[src/rtl/lsu_byte_serial_pkg.sv]
// Shared types for the byte-serial load/store unit.
//   MemWidth : access width, same encoding as funct3[1:0]
//   LsuState : LSU sequencing states
//   lsu_len  : number of bytes N moved by an access of a given width
package lsu_byte_serial_pkg;

  typedef enum logic [1:0] {
    BITS8  = 2'd0,
    BITS16 = 2'd1,
    BITS32 = 2'd2
  } MemWidth;

  typedef enum logic [1:0] {
    LSU_IDLE,
    LSU_ACCESS,
    LSU_DRAIN,
    LSU_DONE
  } LsuState;

  function automatic logic [2:0] lsu_len(MemWidth w);
    case (w)
      BITS8:   return 3'd1;
      BITS16:  return 3'd2;
      default: return 3'd4;
    endcase
  endfunction

endpackage

[src/rtl/lsu_byte_serial_if.sv]
// Request/response and byte-wide memory bus of the load/store unit.
//   master : control FSM + memory side (drives request and mem_rdata)
//   slave  : the LSU (drives status, rdata and the memory strobes)
// Signals:
//   start, is_store, funct3, addr, wdata : request
//   busy, done, err, rdata               : status / load result
//   mem_addr, mem_re, mem_we, mem_wdata  : memory command
//   mem_rdata                            : read byte, one cycle after mem_re
interface lsu_byte_serial_if #(
  parameter int ADDR_W = 32
);
  logic              start;
  logic              is_store;
  logic [2:0]        funct3;
  logic [ADDR_W-1:0] addr;
  logic [31:0]       wdata;
  logic              busy;
  logic              done;
  logic              err;
  logic [31:0]       rdata;
  logic [ADDR_W-1:0] mem_addr;
  logic              mem_re;
  logic              mem_we;
  logic [7:0]        mem_wdata;
  logic [7:0]        mem_rdata;

  modport master (
    output start, is_store, funct3, addr, wdata, mem_rdata,
    input  busy, done, err, rdata, mem_addr, mem_re, mem_we, mem_wdata
  );

  modport slave (
    input  start, is_store, funct3, addr, wdata, mem_rdata,
    output busy, done, err, rdata, mem_addr, mem_re, mem_we, mem_wdata
  );
endinterface

[src/rtl/lsu_byte_serial_load_extend.sv]
// Combinational load assembly and extension.
// Inserts byte_in into lane byte_idx of buf_in, then sign- or zero-extends
// the assembled value according to width.
//   buf_in      in  32  partially assembled word
//   byte_in     in  8   byte to insert
//   byte_idx    in  2   lane for byte_in (0 = least significant)
//   width       in      access width
//   is_unsigned in  1   zero-extend when 1, sign-extend when 0
//   assembled   out 32  buf_in with byte_in inserted
//   rdata_next  out 32  extended result of assembled
module load_extend
  import lsu_byte_serial_pkg::*;
(
  input  logic [31:0] buf_in,
  input  logic [7:0]  byte_in,
  input  logic [1:0]  byte_idx,
  input  MemWidth     width,
  input  logic        is_unsigned,
  output logic [31:0] assembled,
  output logic [31:0] rdata_next
);

  logic fill8;
  logic fill16;

  always_comb begin
    assembled = buf_in;
    case (byte_idx)
      2'd0: assembled[7:0]   = byte_in;
      2'd1: assembled[15:8]  = byte_in;
      2'd2: assembled[23:16] = byte_in;
      default: assembled[31:24] = byte_in;
    endcase
  end

  always_comb begin
    fill8  = assembled[7]  & ~is_unsigned;
    fill16 = assembled[15] & ~is_unsigned;
    case (width)
      BITS8:   rdata_next = {{24{fill8}}, assembled[7:0]};
      BITS16:  rdata_next = {{16{fill16}}, assembled[15:0]};
      default: rdata_next = assembled;
    endcase
  end

endmodule

[src/rtl/lsu_byte_serial.sv]
// Byte-serial load/store unit serving the READ_MEMORY / WRITE_MEMORY states
// of the multicycle control FSM. One request is moved one byte per cycle
// over an 8-bit synchronous memory port, little-endian.
// Ports:
//   clk    in  system clock
//   rst_n  in  synchronous active-low reset
//   bus    slave modport of lsu_byte_serial_if (request, status, memory)
//
// state      | meaning
// -----------+-----------------------------------------------------------
// LSU_IDLE   | waiting for start; request validated here
// LSU_ACCESS | one byte per cycle, k = 0..N-1 (mem_we or mem_re)
// LSU_DRAIN  | load only: capture last byte, register extended rdata
// LSU_DONE   | one-cycle done pulse (err set if request was rejected)
module lsu_byte_serial
  import lsu_byte_serial_pkg::*;
#(
  parameter bit ALLOW_MISALIGNED = 1'b1,
  parameter int ADDR_W           = 32
) (
  input logic              clk,
  input logic              rst_n,
  lsu_byte_serial_if.slave bus
);

  LsuState           state_q, state_d;
  logic [ADDR_W-1:0] base_q;
  logic [31:0]       wdata_q;
  logic [31:0]       buf_q;
  logic [31:0]       rdata_q;
  MemWidth           width_q;
  logic              unsigned_q;
  logic              store_q;
  logic              err_q;
  logic [2:0]        k_q;

  logic              req_bad;
  logic              misaligned;
  logic              bad_fn;
  logic [2:0]        last_k;
  logic              capture;
  logic [1:0]        byte_idx;
  logic [7:0]        wr_byte;
  logic [31:0]       assembled;
  logic [31:0]       rdata_next;

  // Request validation, evaluated only while idle.
  always_comb begin
    misaligned = ((bus.funct3[1:0] == 2'd1) && bus.addr[0]) ||
                 ((bus.funct3[1:0] == 2'd2) && (bus.addr[1:0] != 2'b00));
    if (bus.is_store)
      bad_fn = (bus.funct3 > 3'd2);
    else
      bad_fn = (bus.funct3[1:0] == 2'b11) || (bus.funct3 == 3'b110);
    req_bad = bad_fn || (!ALLOW_MISALIGNED && misaligned);
  end

  assign last_k = lsu_len(width_q) - 3'd1;

  // Read data lags mem_re by a cycle, so the byte arriving now belongs to
  // lane k-1; DRAIN (k = N) picks up the final lane.
  assign capture  = ((state_q == LSU_ACCESS) && !store_q && (k_q != 3'd0)) ||
                    (state_q == LSU_DRAIN);
  assign byte_idx = 2'(k_q - 3'd1);

  always_comb begin
    case (k_q[1:0])
      2'd0:    wr_byte = wdata_q[7:0];
      2'd1:    wr_byte = wdata_q[15:8];
      2'd2:    wr_byte = wdata_q[23:16];
      default: wr_byte = wdata_q[31:24];
    endcase
  end

  load_extend u_load_extend (
    .buf_in      (buf_q),
    .byte_in     (bus.mem_rdata),
    .byte_idx    (byte_idx),
    .width       (width_q),
    .is_unsigned (unsigned_q),
    .assembled   (assembled),
    .rdata_next  (rdata_next)
  );

  always_ff @(posedge clk) begin
    if (!rst_n)
      state_q <= LSU_IDLE;
    else
      state_q <= state_d;
  end

  always_comb begin
    state_d = state_q;
    case (state_q)
      LSU_IDLE:
        if (bus.start)
          state_d = req_bad ? LSU_DONE : LSU_ACCESS;
      LSU_ACCESS:
        if (k_q == last_k)
          state_d = store_q ? LSU_DONE : LSU_DRAIN;
      LSU_DRAIN:
        state_d = LSU_DONE;
      LSU_DONE:
        state_d = LSU_IDLE;
      default:
        state_d = LSU_IDLE;
    endcase
  end

  always_comb begin
    bus.busy      = 1'b0;
    bus.done      = 1'b0;
    bus.err       = 1'b0;
    bus.mem_addr  = '0;
    bus.mem_re    = 1'b0;
    bus.mem_we    = 1'b0;
    bus.mem_wdata = 8'h00;
    case (state_q)
      LSU_ACCESS: begin
        bus.busy     = 1'b1;
        // Address wraps naturally at 2^ADDR_W.
        bus.mem_addr = base_q + ADDR_W'(k_q);
        bus.mem_we   = store_q;
        bus.mem_re   = !store_q;
        if (store_q)
          bus.mem_wdata = wr_byte;
      end
      LSU_DRAIN:
        bus.busy = 1'b1;
      LSU_DONE: begin
        bus.done = 1'b1;
        bus.err  = err_q;
      end
      default: ;
    endcase
  end

  assign bus.rdata = rdata_q;

  always_ff @(posedge clk) begin
    if (!rst_n) begin
      base_q     <= '0;
      wdata_q    <= '0;
      buf_q      <= '0;
      rdata_q    <= '0;
      width_q    <= BITS8;
      unsigned_q <= 1'b0;
      store_q    <= 1'b0;
      err_q      <= 1'b0;
      k_q        <= '0;
    end else begin
      if ((state_q == LSU_IDLE) && bus.start) begin
        err_q <= req_bad;
        if (!req_bad) begin
          base_q     <= bus.addr;
          wdata_q    <= bus.wdata;
          width_q    <= MemWidth'(bus.funct3[1:0]);
          unsigned_q <= bus.funct3[2];
          store_q    <= bus.is_store;
          k_q        <= '0;
          buf_q      <= '0;
        end
      end
      if (state_q == LSU_ACCESS)
        k_q <= k_q + 3'd1;
      if (capture)
        buf_q <= assembled;
      if (state_q == LSU_DRAIN)
        rdata_q <= rdata_next;
    end
  end

endmodule

[src/flat_wrapper.sv]
// flat-port wrapper written by rule: the top's interface ports become plain ports
module lsu_byte_serial_flat import lsu_byte_serial_pkg::*;
#(
  parameter bit ALLOW_MISALIGNED = 1'b1,
  parameter int ADDR_W           = 32
)
  (clk, rst_n, bus_start, bus_is_store, bus_funct3, bus_addr, bus_wdata, bus_mem_rdata, bus_busy, bus_done, bus_err, bus_rdata, bus_mem_addr, bus_mem_re, bus_mem_we, bus_mem_wdata);
  lsu_byte_serial_if #(.ADDR_W(ADDR_W)) bus_i ();
  input logic clk;
  input logic rst_n;
  input wire logic [$bits(bus_i.start)-1:0] bus_start;
  input wire logic [$bits(bus_i.is_store)-1:0] bus_is_store;
  input wire logic [$bits(bus_i.funct3)-1:0] bus_funct3;
  input wire logic [$bits(bus_i.addr)-1:0] bus_addr;
  input wire logic [$bits(bus_i.wdata)-1:0] bus_wdata;
  input wire logic [$bits(bus_i.mem_rdata)-1:0] bus_mem_rdata;
  output wire logic [$bits(bus_i.busy)-1:0] bus_busy;
  output wire logic [$bits(bus_i.done)-1:0] bus_done;
  output wire logic [$bits(bus_i.err)-1:0] bus_err;
  output wire logic [$bits(bus_i.rdata)-1:0] bus_rdata;
  output wire logic [$bits(bus_i.mem_addr)-1:0] bus_mem_addr;
  output wire logic [$bits(bus_i.mem_re)-1:0] bus_mem_re;
  output wire logic [$bits(bus_i.mem_we)-1:0] bus_mem_we;
  output wire logic [$bits(bus_i.mem_wdata)-1:0] bus_mem_wdata;
  assign bus_i.start = bus_start;
  assign bus_i.is_store = bus_is_store;
  assign bus_i.funct3 = bus_funct3;
  assign bus_i.addr = bus_addr;
  assign bus_i.wdata = bus_wdata;
  assign bus_i.mem_rdata = bus_mem_rdata;
  assign bus_busy = bus_i.busy;
  assign bus_done = bus_i.done;
  assign bus_err = bus_i.err;
  assign bus_rdata = bus_i.rdata;
  assign bus_mem_addr = bus_i.mem_addr;
  assign bus_mem_re = bus_i.mem_re;
  assign bus_mem_we = bus_i.mem_we;
  assign bus_mem_wdata = bus_i.mem_wdata;
  lsu_byte_serial #(.ALLOW_MISALIGNED(ALLOW_MISALIGNED), .ADDR_W(ADDR_W)) u_core (.clk(clk), .rst_n(rst_n), .bus(bus_i));
endmodule
[config.mk]
export PLATFORM = sky130hd
export DESIGN_NAME = lsu_byte_serial_flat
export DESIGN_NICKNAME = d
export VERILOG_FILES = /design/src/rtl/lsu_byte_serial_pkg.sv /design/src/rtl/lsu_byte_serial_if.sv /design/src/rtl/lsu_byte_serial_load_extend.sv /design/src/rtl/lsu_byte_serial.sv /design/src/flat_wrapper.sv
export SDC_FILE = /design/constraint.sdc
export NUM_CORES = 1
export LEC_CHECK = 0
export ABC_AREA = 1
export CORE_AREA = 5 5 139 141
export DETAILED_ROUTE_END_ITERATION = 12
export DIE_AREA = 0 0 144 146
export DONT_BUFFER_PORTS = 1
export PLACE_DENSITY = 0.6
export SETUP_SLACK_MARGIN = 0.4
export SYNTH_ARGS = -nofsm -noshare
export SYNTH_HDL_FRONTEND = slang
export SYNTH_SLANG_ARGS = --single-unit
[constraint.sdc]
create_clock -name clk -period 2 [get_ports clk]
set_input_delay 0.3 -clock clk [delete_from_list [all_inputs] [get_ports clk]]
set_output_delay 0.3 -clock clk [all_outputs]
set_load 0.01 [all_outputs]
=== Yosys cells after proc, flatten, opt, wreduce, memory -nomap -nowiden ===
Cells that the tools add are included.

* Add/sub/neg operators: 4
* Order comparisons: 1
* Eq/ne operators: 15
* Muxes and demuxes: 27
* Bitwise operators: 4
* Reduce and logical (&&, ||, !) cells: 19

{| class="wikitable"
|+ Operator list
! cell !! count
|-
| two-way mux 32 bit || 4
|-
| case mux 32 bit (2 select lines) || 1
|-
| two-way mux 8 bit || 6
|-
| adder 32 x 3 -> 32 bit || 1
|-
| case mux 8 bit (3 select lines) || 1
|-
| == test 2 bit, second input constant || 5
|-
| two-way mux 3 bit || 3
|-
| == test 2 x 1 -> 1 bit, second input constant || 4
|-
| zero test 2 bit || 4
|-
| != test 2 bit, second input constant || 4
|-
| case mux 2 bit (4 select lines) || 1
|-
| AND reduction 2 bit || 4
|-
| two-way mux 1 bit || 7
|-
| two-way mux 2 bit || 3
|-
| case mux 3 bit (2 select lines) || 1
|-
| nonzero test 2 bit || 2
|-
| adder 3 x 1 -> 3 bit, second input constant || 1
|-
| == test 3 bit || 1
|-
| == test 3 bit, second input constant || 1
|-
| > comparator 3 x 2 -> 1 bit, second input constant || 1
|-
| logical AND 1 bit || 3
|-
| nonzero test 3 bit || 1
|-
| OR reduction 3 bit || 1
|-
| subtractor 3 x 1 -> 3 bit, second input constant || 1
|-
| 6 further kinds || 9
|}

* Register bits after elaboration: 138
* Output and inout bits: 77

=== Logic depth before layout (Yosys ltp) ===
Gate-level depths: netlist (run 1).

* Depth after elaboration: 6
* Gate-level depth with buffers: 12

=== By module ===
From an unflattened synthesis (run 1), not the netlist that was laid out.

* Cells, all modules: 1,124
* Area, all modules: 7,334.5 um^2

{| class="wikitable"
|+ By module, submodules not included
! module !! instances !! cells an instance !! area each (um^2) !! sequential area each (um^2)
|-
| lsu_byte_serial || 1 || 930 || 6,388.6 || 2,762.6
|-
| load_extend || 1 || 194 || 945.9 || 0.0
|}

=== Worst setup path after synthesis (run 1) ===
Ideal clock, no wire load.

* Path kind: register to output
* Start point: register u_core.k_q[1]
* End point: output port bus_mem_addr[26]
* Arrival: 1.825 ns
* Required time: 1.700 ns
* Path slack: -0.125 ns
* Cell stages (with the launch flop): 12
* Path buffers: 0
* Path through: dfxtp_1 > inv_1 > fa_1 > inv_1 > nand2_1 > nand2_1 > nand2_1 > nor2_4 > nand3_1 > nand2_1 > nand2_1 > nor2_1

* Longest elaborated chain between the ends: 2

{| class="wikitable"
|+ RTL lines
! what !! line !! text
|-
| start, declared || lsu_byte_serial.sv:35 || <nowiki>logic [2:0] k_q;</nowiki>
|-
| start signal, assigned || lsu_byte_serial.sv:165 || <nowiki>k_q <= k_q + 3'd1;</nowiki>
|-
| adder 32 x 3 -> 32 bit || lsu_byte_serial.sv:122 || <nowiki>bus.mem_addr = base_q + ADDR_W'(k_q);</nowiki>
|-
| two-way mux 32 bit || lsu_byte_serial.sv:118 || <nowiki>case (state_q)</nowiki>
|-
| end, declared || flat_wrapper.sv:21 || <nowiki>output wire logic [$bits(bus_i.mem_addr)-1:0] bus_mem_addr;</nowiki>
|}

No other way between the ends.

=== Final worst setup path (run 1) ===
* Start point: register u_core.k_q[0]
* End point: output port bus_mem_addr[16]

Same word-level chain as after synthesis.

==> metrics.yaml, run 1 <==
layout:
  synthToLayoutAreaGrowth_pct: 42.3
  drive_above_1_share_pct: 35.0
  finish.net_count: 1210
  diodes: 0
  area_of_all_sequential_standard_cells_mm2: 0.00278
  multi_input_area_mm2: 0.00488
  stdcell_count: 1355
  layout.filler_cells: 1605
sta:
  setup_repair_after_global_routing_missed_its_margin: "yes"
  fin_crit_sh_pct: 121
  fin_worst_hold_slack_ns: 0.0194
  final.min_clock_period_ns: 2.41
  fmax_mhz: 415
  finalSetupTns_ns: -9.07
  timing_hold_violations_final: 0
  setup_viol: 37
  timing_max_transition_violations_final: 0
  slew_headroom_pct: 68.3
  worst_clock_skew_ns: 0.00500
  timing.final.ws_setup_ns: -0.411
  worstMarginPinSlew_ns: 0.475
flow_run:
  max_cap_violations: 0
setup_path:
  crit_start: "u_core.k_q[0]"
  endpoint_kind: "output pin"
  crit_arrival_ns: 2.11
  r2r_end: "u_core.bus.rdata[19]"
  required_ns: 1.70
  timing.critical_path.from_type: "register"
  ff2ff_setup_slack_ns: 0.03
  critical_path.cell_chain: "ha_4, inv_2, fa_2, inv_2, nand3_1, nand2_2, nand2_2, nor2_2, nor2_1, nor3b_2"
  worst_r2r_path_depth: 13
  cp_slowest_stage_delay_ns: 0.36
  cpMaxStageDelayCell: "sky130_fd_sc_hd__dfxtp_4"
  setup.worst_path.class: "register to output pin"
  critical_path.max_fanout: 4
  endpoint: "bus_mem_addr[16]"
  timing.rr.start: "u_core.k_q[0]"
logic_synthesis:
  synthArstFlopShare_pct: 0
  ys_types: 33
  synth.top_cell.area_share_pct: 39.1
  post_synth_instance_area_mm2: 0.00707
  yosys_register_bits: 138
  syn_nets: 1151
  yosys_warnings: 0
  syn_avg_cell_area_um2: 6.70
  synth-seq-area-share_pct: 39.1
  synth_ff_type: "sky130_fd_sc_hd__dfxtp_1"
  post_synth_main_area_contributors: "sky130_fd_sc_hd__dfxtp_1, sky130_fd_sc_hd__nor2_1, sky130_fd_sc_hd__nand2_1, sky130_fd_sc_hd__o21ai_0, sky130_fd_sc_hd__a21oi_1"
  synth_enable_flop_cells: 0
  synth_top_area_cell: "sky130_fd_sc_hd__dfxtp_1"
  synth_cells: 1056
clocking:
  worst_setup_hold_path_clk_slew_ns: 0.06
  numClockSinks: 138
  cts_inserted_buffers: 17
  tritoncts: "built"
  cts-root-to-sink-buffers: 2
  cts_max_level: 4
  clock_latency_ns: 0.42
  cts-root-buf: "sky130_fd_sc_hd__clkbuf_16"
route:
  viasPerCell: 5.13
  post_drt_wl_per_cell_um: 16.9
  antenna_violating_nets_post_route: 0
  initialDrtViolationCount: 388
  routed-via-count: 6956
  post-route-drc-count: 0
  totalWireLength_um: 22900
  dr_pass1_iterations: 5
run_status:
  outcome: "finished with violations"
  violations_in_the_final_reports: "negative setup slack"
floorplan:
  rows: 49
  die_w_um: 144
  initial_core_utilization_pct: 39.6
  die_area_mm2: 0.0210
  die-height_um: 146
  design.core.area_mm2: 0.0178
  top_level_ports: 156
pwr:
  ir_worst_vdd_v: 0.000925
  pwr_density_cell_mw_per_mm2: 1250
  p_leak_nw: 3.95
placed_design:
  placement.setup.worst_slack_ns: -0.00218
  dp_hpwl_um: 14300
  replace_congestion: 0.873
  port_buffer_count: 0
  dp_cells: 1273
min_path:
  hold_path.class: "primary input to register"
global_route:
  grt_antenna_before_repair: 0
  grt_pass1_vias: 6206
  grt_max_degree: 96
  grt_first_pass_wirelength_um: 33100
  grt_overflow_total: 0
  gr-usage-all-layers_pct: 19.7
-- cells by family after synthesis --
family | after synthesis | synth area share, %
buffers and inverters | 145 | 8.83
XOR/XNOR | 2 | 0.248
AND/OR/NAND/NOR | 492 | 28.8
flip-flops | 138 | 39.1
adder cells (fa/ha/maj) | 16 | 2.94
AO/OA/AOI/OAI | 263 | 20.1
-- timing repair --
action,CTS,global route
buffers inserted,20,19
hold buffers,1,0
endpoints found under the setup margin,113,169
resized for setup,131,254
endpoints found under the hold margin,2,0
pin swaps,34,88
cloned,6,6
-- cell usage after synthesis (all sizes together) (2+ instances only) --
cell,number
a31oi,9
a21oi,99
ha,15
nor2,238
nand3,22
dfxtp,138
a211oi,2
nor3,2
xnor2,2
clkbuf,28
inv,88
buf,28
o21ai,151
nand2,227
-- how the worst min path moves through the flow --
stage | startpoint | to | slack, ns | cells after the start
global placement | u_core.buf_q[8] | u_core.buf_q[8] | 0.45 | 2
detailed placement | rst_n | u_core.state_q[1] | 0.44 | 2
CTS | rst_n | u_core.base_q[20] | 0.008 | 2
floorplan | u_core.buf_q[0] | u_core.buf_q[0] | 0.44 | 2
finish | rst_n | u_core.base_q[20] | 0.02 | 2
global route | rst_n | u_core.base_q[28] | 0.006 | 2
-- power breakdown --
group          switching [mW]  internal, mW  total, mW
sequential              0.657          3.39       4.05
clock                    1.22          2.06       3.28
combinational            3.05          2.21       5.27
-- flip-flops by register name, summed over array words and instances, names as in the netlist --
name / count
u_core.k_q: 3
u_core.wdata_q: 32
u_core.bus.rdata: 32
u_core.store_q: 1
u_core.width_q: 2
u_core.base_q: 32
u_core.state_q: 2
u_core.unsigned_q: 1
u_core.buf_q: 32
u_core.err_q: 1
-- stage by stage --
| stage | power (mW) | area [um2] | utilization [%] |
|---|---|---|---|
| 3_5_place_dp | 7.29 | 7570 | 42.4 |
| 2_1_floorplan | 6.38 | 7190 | - |
| 3_3_place_gp | 7.26 | 7570 | 42.4 |
| 5_1_grt | 13.3 | 10100 | 56.4 |
| 6_report | 12.6 | 10100 | 56.4 |
| 4_1_cts | 11.4 | 8840 | 49.6 |
-- layout by cell type (no fill, tap or decap), types with 3 or more instances in the layout --
master                       netlist  layout
sky130_fd_sc_hd__nand2_1         202     141
sky130_fd_sc_hd__o21ai_2           0      13
sky130_fd_sc_hd__buf_12            0      11
sky130_fd_sc_hd__nor2_4            5      24
sky130_fd_sc_hd__nand2_2          23      51
sky130_fd_sc_hd__o21ai_1           0      37
sky130_fd_sc_hd__ha_4              0      12
sky130_fd_sc_hd__nor2_2            5      25
sky130_fd_sc_hd__a31oi_4           0       5
sky130_fd_sc_hd__nand3_2           0       3
sky130_fd_sc_hd__o21ai_0         151      94
sky130_fd_sc_hd__nand3_1          21      17
sky130_fd_sc_hd__buf_4             4      40
sky130_fd_sc_hd__inv_1            85      67
sky130_fd_sc_hd__nor2_1          227     188
sky130_fd_sc_hd__bufinv_16         0       3
sky130_fd_sc_hd__nand2_4           2      33
sky130_fd_sc_hd__a21oi_1          77      42
sky130_fd_sc_hd__a21oi_4           0      12
sky130_fd_sc_hd__inv_2             2      16
sky130_fd_sc_hd__buf_8             0       3
sky130_fd_sc_hd__clkinvlp_4        0       4
sky130_fd_sc_hd__buf_6             6      30
sky130_fd_sc_hd__dfxtp_1         138     133
sky130_fd_sc_hd__dfxtp_4           0       3
sky130_fd_sc_hd__nand2_8           0       3
sky130_fd_sc_hd__a21oi_2          22      45
sky130_fd_sc_hd__clkbuf_16         0      25
sky130_fd_sc_hd__a31oi_2           0       3
sky130_fd_sc_hd__o21ai_4           0       7
-- per-layer routing --
metal	vias up	GRT usage [%]	share of wire, %
met5	-	0	0
met4	0	5.13	1.5
met3	28	5.42	6.8
met2	188	31.8	48
met1	3230	25.9	44
li1	3510	-	-
-- critical path, delay by kind of cell, from the launching register on --
family / cells / cell delay (ns)
fa+ha+maj: 2 / 0.46
simple gates: 6 / 0.76
flops: 1 / 0.36
buf+inv: 2 / 0.10
-- final cells by class --
class	instances	area share (%)
repair buffers	94	11.4
flip-flops and latches	138	27.6
clock inverters	10	1.41
inverters	89	3.58
well taps	229	2.85
multi-input cells	774	48.5
clock buffers	20	4.65
repair inverters	1	0.0746
No activity file was read; power rests on OpenSTA's default activity.
==> inputs of run 2 (changes only) <==
- CORE_AREA: 5 5 139 141 -> 5 5 120 122
- DIE_AREA: 0 0 144 146 -> 0 0 125 127
- PLACE_DENSITY: 0.6 -> 0.76
==> metrics.yaml, run 2 (synthesized netlist as in run 1, its figures left out) <==
clocking:
  cts_inserted_buffers: 17  # unchanged
  clock_latency_ns: 0.43  # was 0.42 ns
  numClockSinks: 138  # unchanged
  tritoncts: "built"  # unchanged
  cts-root-buf: "sky130_fd_sc_hd__clkbuf_16"  # unchanged
  cts-root-to-sink-buffers: 2  # unchanged
  worst_setup_hold_path_clk_slew_ns: 0.06  # about the same
  cts_max_level: 4  # unchanged
setup_path:
  buffers_and_inverters_on_the_worst_path: 3  # was 2
  timing.critical_path.from_type: "register"  # unchanged
  cpMaxStageDelayCell: "sky130_fd_sc_hd__dfxtp_4"  # unchanged
  critical_path_depth: 11  # was 10
  crit_arrival_ns: 2.19  # was 2.11 ns
  crit_path_most_repeated_cell: "sky130_fd_sc_hd__nand2_2"
  endpoint_kind: "output pin"  # unchanged
  setup.worst_path.class: "register to output pin"  # unchanged
  critical_path.cell_chain: "ha_4, inv_2, fa_2, inv_2, nand2_2, nand2_2, nand2_2, nor2_4, o21ai_1, a21oi_1, buf_4"  # was ha_4, inv_2, fa_2, inv_2, nand3_1, nand2_2, nand2_2, nor2_2, nor2_1, nor3b_2
  cp_slowest_stage_delay_ns: 0.36  # about the same
  worst_r2r_path_depth: 14  # was 13
  critical-path-top-delay-family: "adder cells"  # was simple AND/OR/NAND/NOR gates
  critical_path.max_fanout: 7  # was 4
  required_ns: 1.70  # about the same
route:
  post-route-drc-count: 0  # unchanged
  post_drt_wl_per_cell_um: 21.6  # was 16.9 um
  antenna_violating_nets_post_route: 0  # unchanged
  dr_pass1_iterations: 6  # was 5
  viasPerCell: 6.12  # was 5.13
  routed-via-count: 8039  # was 6,956
  totalWireLength_um: 28300  # was 22,900 um
  initialDrtViolationCount: 896  # was 388
placed_design:
  replace_congestion: 0.895  # was 0.873
  dp_hpwl_um: 13000  # was 14,300 um
  port_buffer_count: 0  # unchanged
  placed_area_mm2: 0.00743  # was 0.00757 mm2
  dp_cells: 1211  # was 1,273
global_route:
  gr-usage-all-layers_pct: 24.7  # was 19.7%
  grt_antenna_before_repair: 1  # was 0
  grt_max_degree: 96  # unchanged
  grt_first_pass_wirelength_um: 32300  # was 33,100 um
  grt_overflow_total: 0  # unchanged
  grt_pass1_vias: 6638  # was 6,206
floorplan:
  die-height_um: 127  # was 146 um
  design.core.area_mm2: 0.0131  # was 0.0178 mm2
  die_w_um: 125  # was 144 um
  initial_core_utilization_pct: 54.0  # was 39.6%
  top_level_ports: 156  # unchanged
  rows: 42  # was 49
  die_area_mm2: 0.0159  # was 0.0210 mm2
run_status:
  outcome: "finished with violations"  # unchanged
  violations_in_the_final_reports: "negative setup slack"  # unchanged
sta:
  worstMarginPinSlew_ns: 0.471  # was 0.475 ns
  timing_max_transition_violations_final: 0  # unchanged
  setup_viol: 55  # was 37
  timing.final.ws_setup_ns: -0.492  # was -0.411 ns
  worst_clock_skew_ns: 0.0127  # was 0.00500 ns
  fin_crit_sh_pct: 125  # was 121%
  slew_headroom_pct: 68.6  # was 68.3%
  final.min_clock_period_ns: 2.49  # was 2.41 ns
  fmax_mhz: 401  # was 415 MHz
  timing_hold_violations_final: 0  # unchanged
  setup_repair_after_global_routing_missed_its_margin: "yes"  # unchanged
layout:
  synthToLayoutAreaGrowth_pct: 47.4  # was 42.3%
  stdcell_count: 1313  # was 1,355
  layout_commonest_cell: "sky130_fd_sc_hd__nor2_1"  # unchanged
  drive_above_1_share_pct: 38.2  # was 35.0%
  layout.filler_cells: 774  # was 1,605
  finish.net_count: 1219  # was 1,210
  diodes: 0  # unchanged
  layout.cells.most_common_list: "sky130_fd_sc_hd__nor2_1, sky130_fd_sc_hd__nand2_1, sky130_fd_sc_hd__dfxtp_1, sky130_fd_sc_hd__o21ai_0, sky130_fd_sc_hd__inv_1"  # unchanged
  design_area_mm2: 0.0104  # was 0.0101 mm2
pwr:
  ir_worst_vdd_v: 0.00103  # was 0.000925 V
  pwr_density_cell_mw_per_mm2: 1330  # was 1250 mW/mm2
  p_leak_nw: 4.02  # was 3.95 nW
  tot_pwr_mw: 13.9  # was 12.6 mW
min_path:
  hold_path.class: "primary input to register"  # unchanged
  min_delay_path_depth: 2  # unchanged
flow_run:
  max_cap_violations: 0  # unchanged
==> run 2: changes by cell type in the layout (fill, tap and decap cells not counted), sizes merged <==
cell	delta
clkinvlp	-2
buf	+8
clkbuf	+5
clkinv	-3
inv	+2
bufinv	+1
==> run 2: timing repair <==
action / CTS / global route
hold buffers: 1 / 0
pin swaps: 19 / 74
buffers inserted: 19 / 33
cloned: 3 / 14
endpoints found under the setup margin: 103 / 159
gates resized for setup: 90 / 378
hold endpoints to repair: 2 / 0
==> run 2: worst paths after layout <==
| check | to | slack [ns] | startpoint |
|---|---|---|---|
| setup / recovery | bus_mem_addr[12] | -0.49 | u_core.k_q[0] |
| hold reg to reg | u_core.wdata_q[26] | 0.48 | u_core.wdata_q[26] |
| hold / removal | u_core.wdata_q[26] | 0.02 | bus_wdata[26] |
| setup reg to reg | u_core.bus.rdata[16] | -0.16 | u_core.k_q[0] |
==> run 2: power breakdown <==
group	switching, mW	internal (mW)
clock network	1.23	2.21
logic	3.63	2.69
registers	0.707	3.40
total	5.57	8.29
==> run 2: cell type report <==
class / instances / area, um2 / area share [%]
inverters: 89 / 363 / 3.48
multi-input cells: 774 / 5080 / 48.7
well taps: 176 / 220 / 2.11
clock inverters: 9 / 159 / 1.52
clock buffers: 23 / 479 / 4.60
flip-flops and latches: 138 / 2780 / 26.7
repair buffers: 104 / 1340 / 12.9
==> run 2: stage by stage <==
step | hold WS [ns] | setup slack, ns | utilization [%] | TNS, ns
detailed placement | 0.446 | 0.0188 | 56.8 | 0
global placement | 0.447 | 0.0314 | 56.8 | 0
floorplan | 0.439 | 0.120 | - | 0
global route | 0.0308 | -0.580 | 79.6 | -17.46
finish | 0.0209 | -0.492 | 79.6 | -12.95
CTS | 0.0124 | -0.426 | 65.6 | -8.41
==> run 2: metal layers <==
| layer | vias to the layer above | wire length [um] | track usage, % |
|---|---|---|---|
| met4 | 2 | 2040 | 9.82 |
| met5 | - | 10 | 0 |
| li1 | 3523 | - | - |
| met2 | 561 | 13800 | 42.4 |
| met3 | 182 | 2740 | 7.14 |
| met1 | 3771 | 9740 | 29.3 |
